--- config.mk ---
export PLATFORM = sky130hd
export DESIGN_NAME = npu_fsm
export DESIGN_NICKNAME = d
export VERILOG_FILES = /design/src/rtl/npu_fsm_pkg.sv /design/src/rtl/npu_fsm.sv
export SDC_FILE = /design/constraint.sdc
export NUM_CORES = 1
export LEC_CHECK = 0
export BUFFER_PORTS_ARGS = -buffer_cell sky130_fd_sc_hd__buf_2
export CORE_AREA = 8 8 45 47
export DETAILED_ROUTE_END_ITERATION = 6
export DIE_AREA = 0 0 53 55
export SKIP_LAST_GASP = 1
export SLEW_MARGIN = 20
export SYNTH_ARGS = -nofsm -noshare
export SYNTH_HDL_FRONTEND = slang
export SYNTH_SLANG_ARGS = --single-unit
--- constraint.sdc ---
create_clock -name ck -period 2.25 [get_ports ck]
set_input_delay 0.1125 -clock ck [delete_from_list [all_inputs] [get_ports ck]]
set_output_delay 0.1125 -clock ck [all_outputs]
set_load 0.02 [all_outputs]
--- src/rtl/npu_fsm_pkg.sv ---
// Shared types for the NPU loop-nest controller.
// Fixed state encoding and the control-strobe bundle.
package npu_fsm_pkg;

  typedef enum logic [2:0] {
    IDLE  = 3'd0,
    HMODE = 3'd1,
    VMODE = 3'd2,
    PIPE  = 3'd3,
    STORE = 3'd4,
    DONE  = 3'd5
  } npu_state_t;

  typedef struct packed {
    logic en_npu;
    logic en_hmode;
    logic en_vmode;
    logic ldh_v_n;
    logic wr_pipe;
    logic en_p;
    logic en_st;
    logic wr_mem;
    logic done;
  } npu_ctrl_t;

endpackage

--- src/rtl/npu_fsm.sv ---
// Loop-nest sequencer for the conv engine; Moore outputs, one cycle after the deciding edge.
// No backpressure: advances only on dp terminal-count flags. Option: NPU_FSM_DONE_STICKY_EN.
module npu_fsm
  import npu_fsm_pkg::*;
(
  input  logic ck,
  input  logic rst,
  input  logic start,
  input  logic s_tc_hmode,
  input  logic s_tc_vmode,
  input  logic s_tc_res,
  input  logic s_tc_L0,
  input  logic s_tc_L1,
  input  logic s_tc_L2,
  input  logic s_tc_L3,
  input  logic s_tc_L4,
  output logic ctrl_en_npu,
  output logic ctrl_en_hmode,
  output logic ctrl_en_vmode,
  output logic ctrl_ldh_v_n,
  output logic ctrl_wr_pipe,
  output logic ctrl_en_p,
  output logic ctrl_en_st,
  output logic ctrl_wr_mem,
  output logic done
);

  npu_state_t state_q;
  npu_state_t state_d;
  npu_ctrl_t  ctrl;
  logic       outer_tc;

  assign outer_tc = s_tc_L2 & s_tc_L3 & s_tc_L4;

  always_ff @(posedge ck) begin
    if (!rst) state_q <= IDLE;
    else      state_q <= state_d;
  end

  always_comb begin
    state_d = state_q;
    case (state_q)
      IDLE:  if (start) state_d = HMODE;
      HMODE: if (s_tc_hmode) state_d = VMODE;
      VMODE: if (s_tc_vmode) state_d = s_tc_L0 ? PIPE : HMODE;
      PIPE:  state_d = s_tc_L1 ? STORE : HMODE;
      STORE: if (s_tc_res) state_d = outer_tc ? DONE : HMODE;
      DONE:  state_d = IDLE;
      default: state_d = IDLE;
    endcase
  end

  always_comb begin
    ctrl = '0;
    case (state_q)
      HMODE: begin
        ctrl.en_npu   = 1'b1;
        ctrl.en_hmode = 1'b1;
        ctrl.ldh_v_n  = 1'b1;
      end
      VMODE: begin
        ctrl.en_npu   = 1'b1;
        ctrl.en_vmode = 1'b1;
      end
      PIPE: begin
        ctrl.wr_pipe = 1'b1;
        ctrl.en_p    = 1'b1;
      end
      STORE: begin
        ctrl.en_st  = 1'b1;
        ctrl.wr_mem = 1'b1;
      end
      DONE:    ctrl.done = 1'b1;
      default: ctrl = '0;
    endcase
  end

  assign ctrl_en_npu   = ctrl.en_npu;
  assign ctrl_en_hmode = ctrl.en_hmode;
  assign ctrl_en_vmode = ctrl.en_vmode;
  assign ctrl_ldh_v_n  = ctrl.ldh_v_n;
  assign ctrl_wr_pipe  = ctrl.wr_pipe;
  assign ctrl_en_p     = ctrl.en_p;
  assign ctrl_en_st    = ctrl.en_st;
  assign ctrl_wr_mem   = ctrl.wr_mem;

`ifdef NPU_FSM_DONE_STICKY_EN
  // Holds completion visible in IDLE until the next launch is accepted.
  logic done_hold_q;

  always_ff @(posedge ck) begin
    if (!rst)                          done_hold_q <= 1'b0;
    else if (state_q == DONE)          done_hold_q <= 1'b1;
    else if (state_q == IDLE && start) done_hold_q <= 1'b0;
  end

  assign done = ctrl.done | ((state_q == IDLE) & done_hold_q);
`else
  assign done = ctrl.done;
`endif

endmodule

# [Yosys cells after proc, flatten, opt, wreduce, memory -nomap -nowiden]
# Index checks and enable logic that the tools add are counted.
[totals] output_inout_bits=9 ram_bits=0 mem_bits_ro=0 inputBits=11 latchBits=0 elab_cells=29 regBits=3 mem_count=0
[classes] eq_ne=9 shifts=0 add_sub_neg=0 div=0 muxes=14 n_reduce_logical=3 n_mul=0 bitwise=2 magnitude_cmp=0
[op_table] op="two-way mux 3 bit" n=6
[op_table] op="case mux 3 bit (5 select lines)" n=1
[op_table] op="!= test 2 bit (second input constant)" n=4
[op_table] op="equality test 3 x 2 -> 1 bit (second input constant)" n=2
[op_table] op="equality test 3 bit (second input constant)" n=2
[op_table] op="two-way mux 2 bit" n=3
[op_table] op="two-way mux 1 bit" n=4
[op_table] op="AND reduction 4 bit" n=1
[op_table] op="equality test 3 x 1 -> 1 bit (second input constant)" n=1
[op_table] op="zero test 3 bit" n=1
[op_table] op="AND 1 bit" n=2
[op_table] op="OR reduction 2 bit" n=1

# [Logic depth before layout (Yosys ltp)]
# Gate-level depths: netlist of run 1.
[depth] word_depth=5 depth_mapped=4 depth_no_buf=3

# [Worst setup path after synthesis of run 1]
# Ideal clock, no wire load.
[synth_path] path_type="reg-to-output" startpoint="register state_q[1]" endpoint="output port ctrl_en_npu" path_slack_ns=0.757 n_path_buf=1 stages_incl_launch_ff=4 arrival_ns=1.380 t_required_ns=2.138 cell_sequence="dfxtp_1 -> buf_6 -> nor3b_1 -> nand2b_1"
[synth_via] elab_chain_cells=3 elab_cells_between_ends=4 cone_classes="eq/ne: 2; mux: 1; reduce/logical: 1"
[synth_lines] item="from (decl)" line="npu_fsm.sv:28" text="npu_state_t state_q;"
[synth_lines] item="from (signal assigned)" line="npu_fsm.sv:37" text="else state_q <= state_d;"
[synth_lines] item="equality test 3 x 2 -> 1 bit / equality test 3 x 1 -> 1 bit (equally long branches)" line="npu_fsm.sv:55" text="case (state_q)"
[synth_lines] item="OR reduction 2 bit (no line) *"
[synth_lines] item="two-way mux 1 bit *" line="npu_fsm.sv:55"
[synth_lines] item="to (decl)" line="npu_fsm.sv:17" text="output logic ctrl_en_npu,"
# Every way passes the cells marked *; elsewhere a longest branch is shown, timed or not.

# [Worst setup path after layout of run 1]
[layout_path] startpoint="register state_q[0]" endpoint="output port ctrl_en_npu"
# The elaborated chain is that of the path after synthesis.

==> results by group, run 1 <==
Status
  • Status: complete, no violations

STA
  • Fin worst setup slack: ~0.63 ns
  • Final worst-path cycle share: 0.7207
  • Setup TNS: 0 ns
  • Tmin final: between 1.5 and 2 ns
  • Max-Slew Margin vs Limit: 0.7332
  • Fin Clk Skew: 0.005417 ns
  • Fin. Hold Viols: 0
  • Worst Tran Pin Value: 0.3996 ns
  • Max Slew Vio Count: 0
  • RSZ-0062 raised after global routing: no
  • Final setup viols: 0
  • Fmax: 616.7 MHz

Clock network
  • Post CTS Setup Buffer Count: 0
  • TritonCTS clock tree: done
  • Reg clk slew, reported paths: approximately 0.04 ns
  • H-tree levels: 1
  • Hold buffer count at cts: 0
  • CTS max path bufs: 2
  • Root Buffer: clkbuf_4
  • Clk Latency, worst-skew pair: 0.24 ns
  • Cts bufs inserted: 3
  • Sink Count: 3
  • Post-CTS resize count: 0

Critical path
  • Worst EP arrival: 1.51 ns
  • Endpoint class of the critical path: primary output
  • R2R depth: 3
  • WP data required: ~2.1 ns
  • R2R Setup Slk: between 0.8 and 0.9 ns
  • Worst R2R End: state_q[2]$_SDFFE_PN0P_
  • Startpoint types: flop
  • Critical path class: reg2out
  • Reg2reg start: state_q[1]$_SDFFE_PN0P_
  • Crit path max fanout: 10

Route
  • DR DRC count: 0
  • WL/cell: about 13 µm
  • Routed WL: ~860 µm
  • Detail Route Antenna Nets: 0
  • DR vias/cell: 4.838
  • Initial DRC Count: 7
  • Vias: 329
  • DRT Pass-1 Iters: 4

Die
  • Die Width: 53 µm
  • Row cnt: 14
  • Core area: 1384 µm²
  • # IOs: 20
  • Die Y: approximately 55 µm
  • Die area: 2915 µm²
  • Initial Utilization: 0.2251

Hold path
  • Hold Path Depth: 3
  • Hold_sp: rst
  • Worst Hold End: state_q[2]$_SDFFE_PN0P_
  • Worst min path class: in2reg

Finish
  • Largest Register: state_q
  • Final #Nets: 64
  • Syn-to-layout area delta: 27.31%
  • Layout cell share with drive strength beyond 1: 0.5000
  • Biggest regs: state_q: 3 flops
  • Layout fillers: 151
  • Max reg flops: 3
  • Antenna diodes: 0

Logic synthesis
  • #FFs+latches synth: 3
  • Count of flip-flops with a built-in enable after synthesis: 0
  • Most used DFF post-synth: dfxtp_1
  • Post-Syn Area: 311.5 µm²
  • Area fraction of the dominant cell type after synthesis: 0.1928
  • Avg Cell Area, Syn: between 8 and 9 µm²
  • Ys Warns: 0
  • Register area share after synthesis: 0.1928
  • Synth Instances: 35
  • Synth top area cells: dfxtp_1, buf_6, buf_4
  • Fraction of registers with async set/reset: 0
  • Synth cell types: 22
  • Synthesized Nets: 46
  • Post-synth top area cell: dfxtp_1

Placement
  • # port buffers: 19
  • Setup slack at placement: 0.8679 ns
  • Hpwl dp: 686.3 µm
  • RD Place Congestion: ~0.8

Global routing
  • Global-route wire length before repair: 1.428 mm
  • GRT Max-Usage Layer: met2
  • Gr ovfl total: 0
  • M2 GR Usage: 0.09375
  • Vias in the first global route: approximately 340
  • Overall Global Routing Usage: 0.06878
  • Largest net degree at the start of global routing: 15
  • Global-route met1 utilization: 0.07121
  • Initial antenna violation count: 0
  • Met3 Usage GRT: 0.03476

Power and ir drop
  • PwrDens: 665.3 nW/µm²
  • Leakage: 0.2007 nW
  • VDD IR max: 203.3 µV
  • Total chip power: between 0.0002 and 0.0003 W

Job
  • Max_cap viols: 0
[synthesized netlist by cell type (all sizes together) (2+ instances only)]
master	number
a21oi	2
and3b	2
and2b	2
nand2b	2
dfxtp	3
nor3b	4
buf	6
inv	2
[power breakdown]
part | leakage [nW] | internal (W) | total (W) | switching (W)
combinational | 0.161 | 0.0000404 | 0.0000896 | 0.0000492
sequential | 0.0247 | 0.0000597 | 0.0000772 | 0.0000175
clock | 0.0150 | 0.0000666 | 0.0000971 | 0.0000305
[area by class of cell]
| class | instances | area, µm² | area share |
|---|---|---|---|
| multi-input combinational | 24 | 187.7 | 0.4732 |
| sequential | 3 | 60.06 | 0.1514 |
| inverter | 2 | 7.507 | 0.01893 |
| timing repair buffer | 19 | 95.09 | 0.2397 |
| clock buffer | 4 | 26.28 | 0.06625 |
| tap | 16 | 20.02 | 0.05047 |
[cells by family (layout without fill, tap and decap cells)]
kind of cell / Yosys count / after routing / share of synthesized area
mux: 1 / 1 / 0.03213
simple gates: 15 / 15 / 0.3775
buf+inv: 8 / 25 / 0.2048
compound gates: 8 / 8 / 0.1928
flops: 3 / 3 / 0.1928
[critical path, stage by stage (launching register included)]
cell and delay, ns:
dfxtp_1 0.50, or3b_2 0.52, nand2b_1 0.09, buf_2 0.16
[worst max path at each step]
stage / from / end
after floorplan: state_q[1]$_SDFFE_PN0P_ / ctrl_en_npu
after global placement: state_q[0]$_SDFFE_PN0P_ / ctrl_en_npu
after detailed placement: state_q[0]$_SDFFE_PN0P_ / ctrl_en_npu
after CTS: state_q[0]$_SDFFE_PN0P_ / ctrl_en_npu
after global routing: state_q[0]$_SDFFE_PN0P_ / ctrl_en_npu
final: state_q[0]$_SDFFE_PN0P_ / ctrl_en_npu
[through the flow]
stage	util	hold WS (ns)	instances	cell area, µm²
after CTS	0.2866	0.1382	68	396.6
final	0.2866	0.1413	68	396.6
after detailed placement	0.2676	0.3856	64	370.4
after global placement	0.2676	0.3802	64	370.4
after floorplan	-	0.2264	35	311.5
after global routing	0.2866	0.1414	68	396.6
[cells in the final DEF (no fill, tap or decap)]
master | netlist | final
buf_2 | 0 | 19
nor3b_1 | 3 | 3
clkbuf_4 | 0 | 3
dfxtp_1 | 3 | 3
and3b_1 | 2 | 2
inv_1 | 2 | 2
nand2b_1 | 2 | 2
a21oi_1 | 2 | 2
and2b_1 | 2 | 2
or3b_2 | 1 | 1
nor3b_2 | 1 | 1
nor2_1 | 1 | 1
mux2i_1 | 1 | 1
nor4b_2 | 1 | 1
nand2_1 | 1 | 1
nand4_1 | 1 | 1
a2111oi_0 | 1 | 1
o21ai_2 | 1 | 1
a311oi_1 | 1 | 1
a31oi_1 | 1 | 1
a211oi_1 | 1 | 1
o211a_1 | 1 | 1
clkbuf_1 | 0 | 1
[per-layer routing]
layer | vias up | routed length (µm)
li1 | 158 | -
met1 | 152 | 322
met2 | 15 | 396
met3 | 4 | 99
met4 | 0 | 45
met5 | - | 0
Power figures use the tool's default switching activity.
==> run 2, diff against run 1 <==
- clock period: 2.25 -> 1.4 ns (I/O delays scaled with it)
==> run 2 against run 1 <==
Net effect: combinational power is 100% higher; clock skew is 0.0041 ns lower; core utilization is 2.3 points higher; cell count up 4.4%; register-to-register slack got worse by 0.67 ns; clock-buffer cell count unchanged; wire length shrank 3.0%.
==> results by group, run 2 (synthesis results as in run 1) <==
Critical path
  • Worst EP arrival: 1.23 ns (-0.28 ns)
  • Crit path max fanout: 7 (-3)
  • Endpoint class of the critical path: primary output
  • WP data required: 1.33 ns (-0.81 ns)
  • Crit path launch: state_q[2]$_SDFFE_PN0P_
  • Critical Path Sink: ctrl_en_npu
  • Reg2reg start: state_q[2]$_SDFFE_PN0P_
  • R2R Setup Slk: 0.19 ns (-0.67 ns)
  • Startpoint types: flop
  • R2R depth: 4 (+1)
  • Critical path class: reg2out
  • Worst R2R End: state_q[2]$_SDFFE_PN0P_

Die
  • # IOs: 20 (unchanged)
  • Row cnt: 14 (unchanged)
  • Initial Utilization: 0.2251 (unchanged)
  • Die Width: 53 µm (unchanged)
  • Die area: 2915 µm² (unchanged)
  • Die Y: 55 µm (unchanged)
  • Core area: 1384 µm² (unchanged)

STA
  • Tmin final: 1.304 ns
  • Fmax: between 700 and 800 MHz
  • Final setup viols: 0 (unchanged)
  • Fin. Hold Viols: 0 (unchanged)
  • Max Slew Vio Count: 0 (unchanged)
  • Worst Tran Pin Value: 0.3527 ns (-0.04689 ns)
  • Fin Hold WS: 0.1125 ns (-0.02873 ns)
  • Fin Clk Skew: 0.001288 ns (-0.004128 ns)
  • Setup TNS: 0 ns (unchanged)
  • Max-Slew Margin vs Limit: 0.7588 (+0.02554)
  • Final worst-path cycle share: 0.9316
  • RSZ-0062 raised after global routing: no

Clock network
  • Reg clk slew, reported paths: 0.04 ns (about the same)
  • TritonCTS clock tree: done
  • CTS max path bufs: 2 (unchanged)
  • Hold buffer count at cts: 0 (unchanged)
  • Clk Latency, worst-skew pair: 0.23 ns (about the same)
  • Root Buffer: clkbuf_4
  • Cts bufs inserted: 3 (unchanged)
  • Post CTS Setup Buffer Count: 0 (unchanged)
  • Sink Count: 3 (unchanged)
  • Post-CTS resize count: 1 (+1)
  • H-tree levels: 1 (unchanged)

Finish
  • Layout fillers: 153 (+1.3%)
  • Commonest non-fill, non-tap cell in the layout: buf_2
  • Max reg flops: 3 (unchanged)
  • Syn-to-layout area delta: 37.35%
  • Layout cell share with drive strength beyond 1: 0.5636 (+0.06364)
  • Antenna diodes: 0 (unchanged)
  • Biggest regs: state_q: 3 flops
  • Largest Register: state_q
  • Most frequent cells in the layout: buf_2, clkbuf_4, buf_4
  • Final #Nets: 67 (+4.7%)
  • Post-layout util: 0.3092 (+0.02260)

Placement
  • # port buffers: 19 (unchanged)
  • RD Place Congestion: 0.8078 (+3.9%)
  • Hpwl dp: 692 µm (+0.83%)

Global routing
  • Global-route wire length before repair: 1.331 mm (-6.8%)
  • Gr ovfl total: 0 (unchanged)
  • Largest net degree at the start of global routing: 10 (-5)
  • Initial antenna violation count: 0 (unchanged)
  • Overall Global Routing Usage: 0.06001 (-0.008766)
  • Vias in the first global route: 344 (+2.4%)

Power and ir drop
  • PwrDens: 1016 nW/µm² (+53%)
  • Leakage: 0.2216 nW (+10%)
  • Total chip power: 0.0004347 W (+65%)
  • VDD IR max: 309.9 µV (+52%)

Route
  • DRT Pass-1 Iters: 4 (unchanged)
  • DR DRC count: 0 (unchanged)
  • Vias: 320 (-2.7%)
  • DR vias/cell: 4.507 (-6.8%)
  • Routed WL: 837 µm (-3.0%)
  • Detail Route Antenna Nets: 0 (unchanged)
  • WL/cell: 11.79 µm (-7.1%)
  • Initial DRC Count: 4 (-3)

Hold path
  • Worst min path class: in2reg

Job
  • Max_cap viols: 0 (unchanged)

Status
  • Status: complete, no violations
## run 2: changes by cell type in the layout (fill, tap and decap cells not counted), sizes merged
cell / change
buf: +3
## run 2: through the flow
step	cell area (µm²)	std cells	setup WS, ns
after floorplan	316.6	35	0.07621
after global placement	397.9	67	0.1950
after detailed placement	397.9	67	0.1657
after CTS	426.7	71	0.08132
after global routing	427.9	71	0.03044
final	427.9	71	0.09576
## run 2: layer usage
metal,global-route usage,wire length [µm],part of all wire
met1,0.06808,354,0.42
met2,0.09180,388,0.46
met3,0.01604,95,0.11
met4,0.05172,0,0
met5,0,0,0
## run 2: worst min path at each step
stage          startpoint                       to  slack (ns)  cells past startpoint
2_1_floorplan         rst  state_q[2]$_SDFFE_PN0P_        0.18                      2
3_3_place_gp          rst  state_q[2]$_SDFFE_PN0P_        0.34                      3
3_5_place_dp          rst  state_q[2]$_SDFFE_PN0P_        0.34                      3
6_report              rst  state_q[2]$_SDFFE_PN0P_        0.11                      3
5_1_grt               rst  state_q[2]$_SDFFE_PN0P_        0.10                      3
4_1_cts               rst  state_q[2]$_SDFFE_PN0P_        0.10                      3
## run 2: cell type report
| class | instances | area (µm²) | share of cell area |
|---|---|---|---|
| multi-input cells | 24 | 195.2 | 0.4561 |
| repair buffers | 22 | 117.6 | 0.2749 |
| flip-flops and latches | 3 | 61.31 | 0.1433 |
| clock buffers | 4 | 26.28 | 0.06140 |
| well taps | 16 | 20.02 | 0.04678 |
| inverters | 2 | 7.507 | 0.01754 |
## run 2: where the power goes
part	total (W)	internal (W)	switching, W	leakage, nW
Sequential	0.000108	0.0000966	0.0000111	0.0251
Combinational	0.000180	0.0000807	0.0000991	0.181
Clock	0.000147	0.000107	0.0000407	0.0150
## run 2: worst max-delay path: stages, from the launching register on
cell and delay, ns:
dfxtp_1 0.36, or3b_4 0.41, nand2b_1 0.08, buf_2 0.16
